[config.mk]
export PLATFORM = sky130hd
export DESIGN_NAME = interrupt_pending_controller_flat
export DESIGN_NICKNAME = d
export VERILOG_FILES = /design/src/rtl/interrupt_pending_controller_pkg.sv /design/src/rtl/interrupt_pending_controller_if.sv /design/src/rtl/interrupt_pending_controller_irq_synchroniser.sv /design/src/rtl/interrupt_pending_controller.sv /design/src/flat_wrapper.sv
export SDC_FILE = /design/constraint.sdc
export NUM_CORES = 1
export LEC_CHECK = 0
export ABC_AREA = 1
export CAP_MARGIN = 40
export CORE_UTILIZATION = 46
export CTS_BUF_LIST = sky130_fd_sc_hd__clkbuf_4 sky130_fd_sc_hd__clkbuf_8 sky130_fd_sc_hd__clkbuf_16
export DETAILED_ROUTE_END_ITERATION = 10
export GPL_TIMING_DRIVEN = 0
export PLACE_DENSITY = 0.93
export SETUP_SLACK_MARGIN = 0.02
export SYNTH_ARGS = -nofsm -noshare
export SYNTH_HDL_FRONTEND = slang
export SYNTH_SLANG_ARGS = --single-unit
[constraint.sdc]
create_clock -name clk -period 3.2 [get_ports clk]
set_input_delay 0.64 -clock clk [delete_from_list [all_inputs] [get_ports clk]]
set_output_delay 0.64 -clock clk [all_outputs]
set_load 0.05 [all_outputs]
[src/rtl/interrupt_pending_controller_pkg.sv]
`default_nettype none
// ============================================================================
//  Module      : interrupt_pending_controller_pkg
//  Description : Shared constants and helpers for the interrupt pending
//                controller: config map, FSM encodings, priority encoder.
//  Revision    : 1.0 - initial release
// ============================================================================
package interrupt_pending_controller_pkg;

    localparam int IRQ_NUM_SRC = 6;
    localparam int IRQ_IDX_W   = 3;
    localparam int IRQ_STATE_W = 1;

    // Config register addresses
    localparam logic [1:0] IRQ_PENDING = 2'd0;
    localparam logic [1:0] IRQ_MASK    = 2'd1;
    localparam logic [1:0] IRQ_MODE    = 2'd2;
    localparam logic [1:0] IRQ_STATUS  = 2'd3;

    // Service FSM encodings
    localparam logic [IRQ_STATE_W-1:0] IRQ_IDLE    = 1'b0;
    localparam logic [IRQ_STATE_W-1:0] IRQ_SERVICE = 1'b1;

    // Index of the highest set bit; bit 5 (IP7) has the highest priority
    function automatic logic [IRQ_IDX_W-1:0] irq_prio_idx(input logic [IRQ_NUM_SRC-1:0] v);
        irq_prio_idx = '0;
        for (int i = 0; i < IRQ_NUM_SRC; i++) begin
            if (v[i]) begin
                irq_prio_idx = IRQ_IDX_W'(i);
            end
        end
    endfunction

endpackage
`default_nettype wire

[src/rtl/interrupt_pending_controller_if.sv]
`default_nettype none
// ============================================================================
//  Module      : interrupt_pending_controller_if
//  Description : Word-addressed configuration bus of the interrupt pending
//                controller. Read data is combinational from the address.
//  Revision    : 1.0 - initial release
// ============================================================================
interface interrupt_pending_controller_if;
    logic        cfg_we;
    logic [1:0]  cfg_addr;
    logic [31:0] cfg_wdata;
    logic [31:0] cfg_rdata;

    modport master (output cfg_we, output cfg_addr, output cfg_wdata, input  cfg_rdata);
    modport slave  (input  cfg_we, input  cfg_addr, input  cfg_wdata, output cfg_rdata);
endinterface
`default_nettype wire

[src/rtl/interrupt_pending_controller_irq_synchroniser.sv]
`default_nettype none
// ============================================================================
//  Module      : irq_synchroniser
//  Description : Per-bit multi-flop synchroniser for raw interrupt lines,
//                plus a one-cycle history register and rising-edge detect.
//  Revision    : 1.0 - initial release
// ============================================================================
module irq_synchroniser #(
    parameter int WIDTH  = 6,
    parameter int STAGES = 2
) (
    input  wire logic             clk,
    input  wire logic             reset,
    input  wire logic [WIDTH-1:0] async_i,
    output logic      [WIDTH-1:0] sync_o,
    output logic      [WIDTH-1:0] rise_o
);

    logic [WIDTH-1:0] stage_q [STAGES];
    logic [WIDTH-1:0] prev_q;

    // Flop chain for metastability settling, then one cycle of history
    always_ff @(posedge clk or posedge reset) begin
        if (reset) begin
            for (int s = 0; s < STAGES; s++) begin
                stage_q[s] <= '0;
            end
            prev_q <= '0;
        end else begin
            stage_q[0] <= async_i;
            for (int s = 1; s < STAGES; s++) begin
                stage_q[s] <= stage_q[s-1];
            end
            prev_q <= stage_q[STAGES-1];
        end
    end

    assign sync_o = stage_q[STAGES-1];
    assign rise_o = stage_q[STAGES-1] & ~prev_q;

endmodule
`default_nettype wire

[src/rtl/interrupt_pending_controller.sv]
`default_nettype none
// ============================================================================
//  Module      : interrupt_pending_controller
//  Description : Synchronises six external interrupt lines, holds edge/level
//                pending, mask and mode state, drives Cause.IP[15:10] and
//                blocks the source in service until eret.
//  Revision    : 1.0 - initial release
// ============================================================================
module interrupt_pending_controller
    import interrupt_pending_controller_pkg::*;
#(
    parameter int NUM_SRC     = 6,
    parameter int SYNC_STAGES = 2
) (
    input  wire logic                 clk,
    input  wire logic                 reset,
    input  wire logic [NUM_SRC-1:0]   hw_irq_in,
    interrupt_pending_controller_if.slave cfg,
    input  wire logic                 int_taken,
    input  wire logic                 eret,
    output logic      [NUM_SRC-1:0]   interrupt_request,
    output logic                      in_service
);

    logic [NUM_SRC-1:0]     w_sync, w_rise;
    logic [NUM_SRC-1:0]     pend_q, pend_d;
    logic [NUM_SRC-1:0]     mask_q, mask_d;
    logic [NUM_SRC-1:0]     mode_q, mode_d;
    logic [IRQ_STATE_W-1:0] state_q, state_d;
    logic [IRQ_IDX_W-1:0]   svc_idx_q, svc_idx_d;

    logic [NUM_SRC-1:0]     w_eff_pend, w_cand, w_svc_onehot, w_cap_clr, w_w1c;
    logic [IRQ_IDX_W-1:0]   w_cap_idx;
    logic                   w_capture;
    logic                   w_unused_wdata;

    irq_synchroniser #(
        .WIDTH  (NUM_SRC),
        .STAGES (SYNC_STAGES)
    ) u_sync (
        .clk     (clk),
        .reset   (reset),
        .async_i (hw_irq_in),
        .sync_o  (w_sync),
        .rise_o  (w_rise)
    );

    // Level sources follow the line; edge sources use the latched bit
    assign w_eff_pend   = (mode_q & pend_q) | (~mode_q & w_sync);
    assign w_svc_onehot = (state_q == IRQ_SERVICE) ? (NUM_SRC'(1) << svc_idx_q) : '0;
    assign interrupt_request = w_eff_pend & mask_q & ~w_svc_onehot;

    // Capture candidates ignore the in-service block: a capture only happens
    // from IDLE or in the eret cycle, where the block is being lifted anyway
    assign w_cand    = w_eff_pend & mask_q;
    assign w_cap_idx = irq_prio_idx(w_cand);

    // Service state register
    always_ff @(posedge clk or posedge reset) begin
        if (reset) begin
            state_q   <= IRQ_IDLE;
            svc_idx_q <= '0;
        end else begin
            state_q   <= state_d;
            svc_idx_q <= svc_idx_d;
        end
    end

    // Next state: eret resolves first, then int_taken from the resulting state
    always_comb begin
        state_d   = state_q;
        w_capture = 1'b0;
        if ((state_q == IRQ_SERVICE) && eret) begin
            state_d = IRQ_IDLE;
        end
        if (((state_q == IRQ_IDLE) || eret) && int_taken && (|w_cand)) begin
            state_d   = IRQ_SERVICE;
            w_capture = 1'b1;
        end
    end

    // FSM outputs: service flag and captured source index
    always_comb begin
        in_service = (state_q == IRQ_SERVICE);
        svc_idx_d  = w_capture ? w_cap_idx : svc_idx_q;
        w_cap_clr  = w_capture ? (NUM_SRC'(1) << w_cap_idx) : '0;
    end

    // Pending/mask/mode next state; a new rise beats any clear
    always_comb begin
        w_w1c  = (cfg.cfg_we && (cfg.cfg_addr == IRQ_PENDING)) ? cfg.cfg_wdata[NUM_SRC-1:0] : '0;
        pend_d = mode_q & (w_rise | (pend_q & ~(w_w1c | w_cap_clr)));
        mask_d = mask_q;
        mode_d = mode_q;
        if (cfg.cfg_we && (cfg.cfg_addr == IRQ_MASK)) begin
            mask_d = cfg.cfg_wdata[NUM_SRC-1:0];
        end
        if (cfg.cfg_we && (cfg.cfg_addr == IRQ_MODE)) begin
            mode_d = cfg.cfg_wdata[NUM_SRC-1:0];
        end
    end

    // Configuration and pending registers
    always_ff @(posedge clk or posedge reset) begin
        if (reset) begin
            pend_q <= '0;
            mask_q <= '0;
            mode_q <= '0;
        end else begin
            pend_q <= pend_d;
            mask_q <= mask_d;
            mode_q <= mode_d;
        end
    end

    // Combinational read-back mux
    always_comb begin
        cfg.cfg_rdata = '0;
        case (cfg.cfg_addr)
            IRQ_PENDING: cfg.cfg_rdata = {{(32-NUM_SRC){1'b0}}, w_eff_pend};
            IRQ_MASK:    cfg.cfg_rdata = {{(32-NUM_SRC){1'b0}}, mask_q};
            IRQ_MODE:    cfg.cfg_rdata = {{(32-NUM_SRC){1'b0}}, mode_q};
            default:     cfg.cfg_rdata = {23'b0, in_service, 5'b0, svc_idx_q};
        endcase
    end

    assign w_unused_wdata = ^cfg.cfg_wdata[31:NUM_SRC];

endmodule
`default_nettype wire
[src/flat_wrapper.sv]
// flat-port wrapper written by rule: the top's interface ports become plain ports
module interrupt_pending_controller_flat import interrupt_pending_controller_pkg::*;
#(
    parameter int NUM_SRC     = 6,
    parameter int SYNC_STAGES = 2
)
  (clk, reset, hw_irq_in, int_taken, eret, interrupt_request, in_service, cfg_cfg_we, cfg_cfg_addr, cfg_cfg_wdata, cfg_cfg_rdata);
  interrupt_pending_controller_if cfg_i ();
  input  wire logic clk;
  input  wire logic reset;
  input  wire logic [NUM_SRC-1:0] hw_irq_in;
  input  wire logic int_taken;
  input  wire logic eret;
  output logic      [NUM_SRC-1:0] interrupt_request;
  output logic in_service;
  input wire logic [$bits(cfg_i.cfg_we)-1:0] cfg_cfg_we;
  input wire logic [$bits(cfg_i.cfg_addr)-1:0] cfg_cfg_addr;
  input wire logic [$bits(cfg_i.cfg_wdata)-1:0] cfg_cfg_wdata;
  output wire logic [$bits(cfg_i.cfg_rdata)-1:0] cfg_cfg_rdata;
  assign cfg_i.cfg_we = cfg_cfg_we;
  assign cfg_i.cfg_addr = cfg_cfg_addr;
  assign cfg_i.cfg_wdata = cfg_cfg_wdata;
  assign cfg_cfg_rdata = cfg_i.cfg_rdata;
  interrupt_pending_controller #(.NUM_SRC(NUM_SRC), .SYNC_STAGES(SYNC_STAGES)) u_core (.clk(clk), .reset(reset), .hw_irq_in(hw_irq_in), .cfg(cfg_i), .int_taken(int_taken), .eret(eret), .interrupt_request(interrupt_request), .in_service(in_service));
endmodule
==> metrics.md, run 1 <==
| Metric | Value |
|---|---|
| HP Start | u_core.u_sync.stage_q[7] |
| Slew headroom | 0.455 |
| Post-synthesis sequential area ratio | 0.486 |
| Syn. warnings | 0 |
| Total power | roughly 0.0015 W |
| CTS Hold Buffers Added | 0 |
| Fin area | roughly 0.0026 sq mm |
| Synth cell types | 27 |
| Rows | 23 |
| Post-synth ARST share | 1.00 |
| Die Wd | around 69 microns |
| Diode count | 0 |
| Placement Setup Slack | -55.9 ps |
| F_max | about 330 MHz |
| Post-layout min period | 3010 ps |
| I/O pin count | 84 |
| Total Routing Usage GR | 0.208 |
| Initial DRC count | 73 |
| Worst-path fanout max | 5 |
| Final max-slew violation count | 0 |
| Core Region | 0.00414 sq mm |
| Die Y-Extent | just under 70 microns |
| Die area | ~0.0048 sq mm |
| Clock skew | approximately 3.9 ps |
| Area contributors post-synth | dfrtp_1, nand2_1, buf_4, inv_1, o21ai_0 |
| Area Growth Syn to Fin | 27.3% |
| Yosys top cell by area | dfrtp_1 |
| Tcrit/Tclk final | 0.939 |
| Worst Setup SP | cfg_cfg_addr[1] |
| CP Class | input port to output port |
| Synthesized flop and latch total | 40 |
| Port-buffer cells | 32 |
| Commonest cells post-synth | nand2_1, dfrtp_1, inv_1, buf_4, o21ai_0 |
| Slew @ Worst Pin | 817 ps |
| EDFF count, synth | 0 |
| Layout cells sized above 1 | 0.215 |
| Post-DP HPWL | between 3000 and 4000 microns |
| First-pass GRT wire length | between 7000 and 8000 microns |
| Syn Area/Cell | 8.62 sq um |
| Via count | roughly 1,700 |
| CTS Buffer Depth | 2 |
| CTS sink cnt | 40 |
| VDD IR max | approximately 0.38 mV |
| Vias in the first global route | between 1,500 and 2,000 |
| Clk slew on worst S/H paths | about 70 ps |
| Initial Util | 0.497 |
| Max cap viols | 0 |
| Final worst slack | a little under 200 ps |
| Routability Congestion | 0.856 |
| CTS root buf | clkbuf_8 |
| Nets | ~350 |
| WL per Instance | around 12 microns |
| Vias per inst | 4.79 |
| WL final | approximately 4200 microns |
| Worst EP required | ~2600 ps |
| Status | finished clean |
| Synth top area share | 0.486 |
| Synth Cell Area | 0.00206 sq mm |
| Fin util | 0.633 |
| Largest net degree at the start of global routing | 41 |
| Worst Path Arrival | 2370 ps |
| PwrDens | 583 mW/mm^2 |
| Final setup violation count | 0 |
| Cells after Synth | around 240 |
| Placed Area | 0.00253 sq mm |
| Count leader, synth | nand2_1 |
| Static leakage | 1.33 nW |
| Clk Latency, worst-skew pair | 290 ps |
| DRT Pass-1 Iters | 4 |
| Filler instances | about 350 |
| Synth Flop Type | dfrtp_1 |
| Final hold violations | 0 |
| Post-route ant nets | 0 |
| Num CTS Buffers | 5 |
| H-tree Lvls | 2 |
| Worst Hold Class | flop to flop |
| CTS tree | done |
| RSZ-0062 raised after global routing | false |
| Initial antenna violation count | 0 |
| Total gr overflow | 0 |
| RR Startpoint | u_core.mode_q[3] |
| Startpoint Class | input port |
| Crit. End Element | output port |
| DRC viols | 0 |
placed cells by master (no fill, tap or decap), drive strengths merged:
master and instances:
o211ai 3, nor2 10, o21bai 4, nand2 60
inv 38, o2111ai 3, o21ai 22, buf 26
a31oi 4, or2 5, conb 25, nand4 1
clkdlybuf4s50 26, clkbuf 8, dlygate4sd2 6, a21oi 9
nand3 12, dfrtp 40
routing by layer:
metal  up-vias  wire (microns)  global-route usage
li1        836               -                   -
met1       782            1750               0.262
met2        61            2090               0.334
met3         7             327              0.0609
met4         0              53              0.0816
met5         -               0                   0
state kept, by name (all words and copies together), names as in the netlist:
name	count
u_core.pend_q	6
u_core.mode_q	6
u_core.u_sync.sync_o	6
u_core.in_service	1
u_core.u_sync.prev_q	6
u_core.u_sync.stage_q	6
u_core.mask_q	6
u_core.svc_idx_q	3
cells by family after synthesis:
| logic type | share of synthesized area |
|---|---|
| buffers and inverters | 0.165 |
| DFF | 0.486 |
| and+or+nand+nor | 0.211 |
| AOI/OAI and AO/OA | 0.137 |
| other | 0.00182 |
layout make-up:
cell class                      count  area [sq um]  share of cell area
Tap cell                           50          62.6              0.0239
Inverter                           38           143              0.0544
Timing Repair Buffer               32           313               0.119
Multi-Input combinational cell    158           811               0.309
Buffer                             27           196              0.0749
Clock buffer                        7          96.3              0.0367
Sequential cell                    40          1000               0.382
per-stage QoR:
step	setup TNS (ps)	hold WS [ps]	cells
detailed placement	-160	335	345
finish	0	349	352
global placement	-222	332	345
CTS	0	351	352
floorplan	0	331	263
global route	0	359	352
final timing paths:
path,endpoint,slack [ps],cells after the start
max in group asynchronous,u_core.mode_q[5],1870,2
worst min register to register,u_core.u_sync.sync_o[1],350,0
min in group asynchronous,u_core.u_sync.stage_q[9],830,2
worst max register to register,u_core.pend_q[0],1800,8
worst min-delay path,u_core.u_sync.sync_o[1],350,0
worst max-delay path,cfg_cfg_rdata[2],190,6
repair_timing:
action,in CTS,in global routing
endpoints found under the setup margin,6,0
setup buffers,0,0
gates resized for setup,6,0
worst max-delay path: stages:
cell and delay (ps):
clkdlybuf4s50_1 520, inv_1 80, nor2_1 170, inv_1 150, o2111ai_1 230, dlygate4sd2_1 560
report_power, final:
group | internal, W | leakage [nW] | switching, W | total (W)
sequential | 0.000569 | 0.492 | 0.0000637 | 0.000633
combinational | 0.000167 | 0.791 | 0.000374 | 0.000541
clock | 0.000192 | 0.0503 | 0.000164 | 0.000356
Note: power is estimated with default switching activity, not from simulation.
==> run 2: changes to the inputs <==
==> constraint.sdc (replaced) <==
create_clock -name clk -period 3.2 [get_ports clk]
set_input_delay 0.48 -clock clk [delete_from_list [all_inputs] [get_ports clk]]
set_output_delay 0.48 -clock clk [all_outputs]
set_load 0.05 [all_outputs]
==> metrics.md, run 2 (synthesized netlist as in run 1, its figures left out) <==
| Metric | Value |
|---|---|
| Tcrit/Tclk final | 0.928 |
| Crit. End Element | output port |
| Max cap viols | 0 |
| WL final | 4220 microns |
| Die Y-Extent | between 60 and 70 microns |
| Total gr overflow | 0 |
| Num CTS Buffers | 5 |
| Total Routing Usage GR | 0.207 |
| Clock skew | ~4.0 ps |
| WL per Instance | between 10 and 15 microns |
| Initial DRC count | 73 |
| Clk Latency, worst-skew pair | 290 ps |
| Vias in the first global route | ~1,500 |
| Worst-path fanout max | 5 |
| DRC viols | 0 |
| Diode count | 0 |
| Worst Hold Path Cells | 0 |
| F_max | between 300 and 400 MHz |
| CTS Buffer Depth | 2 |
| Core Region | between 0.004 and 0.005 sq mm |
| Die area | between 0.004 and 0.005 sq mm |
| Top Layer Used | met4 |
| DRT Pass-1 Iters | 4 |
| Worst Path Arrival | ~2500 ps |
| Rows | 23 |
| WL met3 | between 300 and 400 microns |
| Port-buffer cells | 32 |
| Worst hold endpoint | u_core.u_sync.sync_o[1] |
| Final max-slew violation count | 0 |
| R2R Path End | u_core.pend_q[0] |
| Post-DP HPWL | roughly 3200 microns |
| Initial antenna violation count | 0 |
| Vias per inst | 4.81 |
| Filler instances | between 300 and 400 |
| CTS sink cnt | 40 |
| Final setup violation count | 0 |
| DR WL met2 | 2090 microns |
| Area of the multi-input gates | 811 sq um |
| CTS resizes | 0 |
| Initial Util | 0.497 |
| CTS root buf | clkbuf_8 |
| VDD IR max | approximately 0.38 mV |
| M1 WL | about 1800 microns |
| Commonest cells after routing, fill and taps aside | nand2_1, dfrtp_1, inv_1, clkdlybuf4s50_1 |
| RSZ-0062 raised after global routing | false |
| Setup TNS | 0 ps |
| Largest net degree at the start of global routing | just over 40 |
| CTS tree | done |
| Flop2flop setup slack | approximately 1800 ps |
| Post-route ant nets | 0 |
| Final worst slack | 231 ps |
| H-tree Lvls | 2 |
| Worst r2r path cells | 8 |
| Status | finished clean |
| Reg area | 0.00100 sq mm |
| Nets | approximately 350 |
| First-pass GRT wire length | around 7000 microns |
| I/O pin count | between 80 and 90 |
| Routability Congestion | 0.856 |
| Startpoint Class | input port |
| PwrDens | 586 mW/mm^2 |
| HP Start | u_core.u_sync.stage_q[7] |
| Post-layout min period | about 3000 ps |
| Final hold violations | 0 |
| Slew @ Worst Pin | approximately 800 ps |
| Slew headroom | 0.456 |
| Worst Hold Class | flop to flop |
| Area Growth Syn to Fin | 27.6% |
| CTS Hold Buffers Added | 0 |
| Layout cells sized above 1 | 0.215 |
| CP Class | input port to output port |
| Clk slew on worst S/H paths | about 70 ps |
| Static leakage | approximately 1.3 nW |
| Post-CTS Setup Bufs | 0 |
| Placement Setup Slack | about 260 ps |
| Via count | about 1,700 |
| Worst EP required | roughly 2700 ps |
| Die Wd | 68.9 microns |
| RR Startpoint | u_core.mode_q[3] |
| Commonest non-fill, non-tap cell in the layout | nand2_1 |
run 2: cell count changes in the layout (fill, tap and decap cells not counted):
cell and change:
clkdlybuf4s50_1 +6, dlygate4sd2_1 -6
run 2: worst max path at each step:
stage / startpoint / to / slack [ps]
after floorplan: u_core.in_service / interrupt_request[2] / 1060
after global placement: cfg_cfg_addr[1] / cfg_cfg_rdata[2] / 250
after detailed placement: cfg_cfg_addr[1] / cfg_cfg_rdata[0] / 260
after CTS: cfg_cfg_addr[1] / cfg_cfg_rdata[2] / 230
after global routing: cfg_cfg_addr[1] / cfg_cfg_rdata[2] / 110
final: cfg_cfg_addr[1] / cfg_cfg_rdata[0] / 230
run 2: critical path, stage by stage:
cell and delay (ps):
clkdlybuf4s50_1 520, inv_1 80, nor2_1 170, inv_1 150
o2111ai_1 240, clkdlybuf4s50_1 840
run 2: stage by stage:
| stage | power, W | util | instances | area (sq um) | hold WS [ps] |
|---|---|---|---|---|---|
| after floorplan | 0.00104 | - | 263 | 2150 | 331 |
| after global placement | 0.00117 | 0.611 | 345 | 2530 | 332 |
| after detailed placement | 0.00119 | 0.611 | 345 | 2530 | 335 |
| after CTS | 0.00154 | 0.635 | 352 | 2630 | 351 |
| after global routing | 0.00163 | 0.635 | 352 | 2630 | 359 |
| final | 0.00154 | 0.635 | 352 | 2630 | 349 |
run 2: cell type report:
type | count | area share
tap | 50 | 0.0238
inverter | 38 | 0.0542
timing repair buffer | 32 | 0.122
buffer | 27 | 0.0747
multi-input combinational | 158 | 0.308
clock buffer | 7 | 0.0366
sequential | 40 | 0.381
run 2: per-layer routing:
layer  global-route usage  up-vias
met3               0.0609        7
met1                0.262      792
met5                    0        -
met4               0.0816        0
met2                0.331       59
li1                     -      836
run 2: report_power, final:
group          switching, W  internal [W]  leakage [nW]  total [W]
Combinational      0.000374      0.000177         0.773   0.000551
Sequential        0.0000638      0.000569         0.492   0.000633
Clock              0.000165      0.000192        0.0503   0.000356
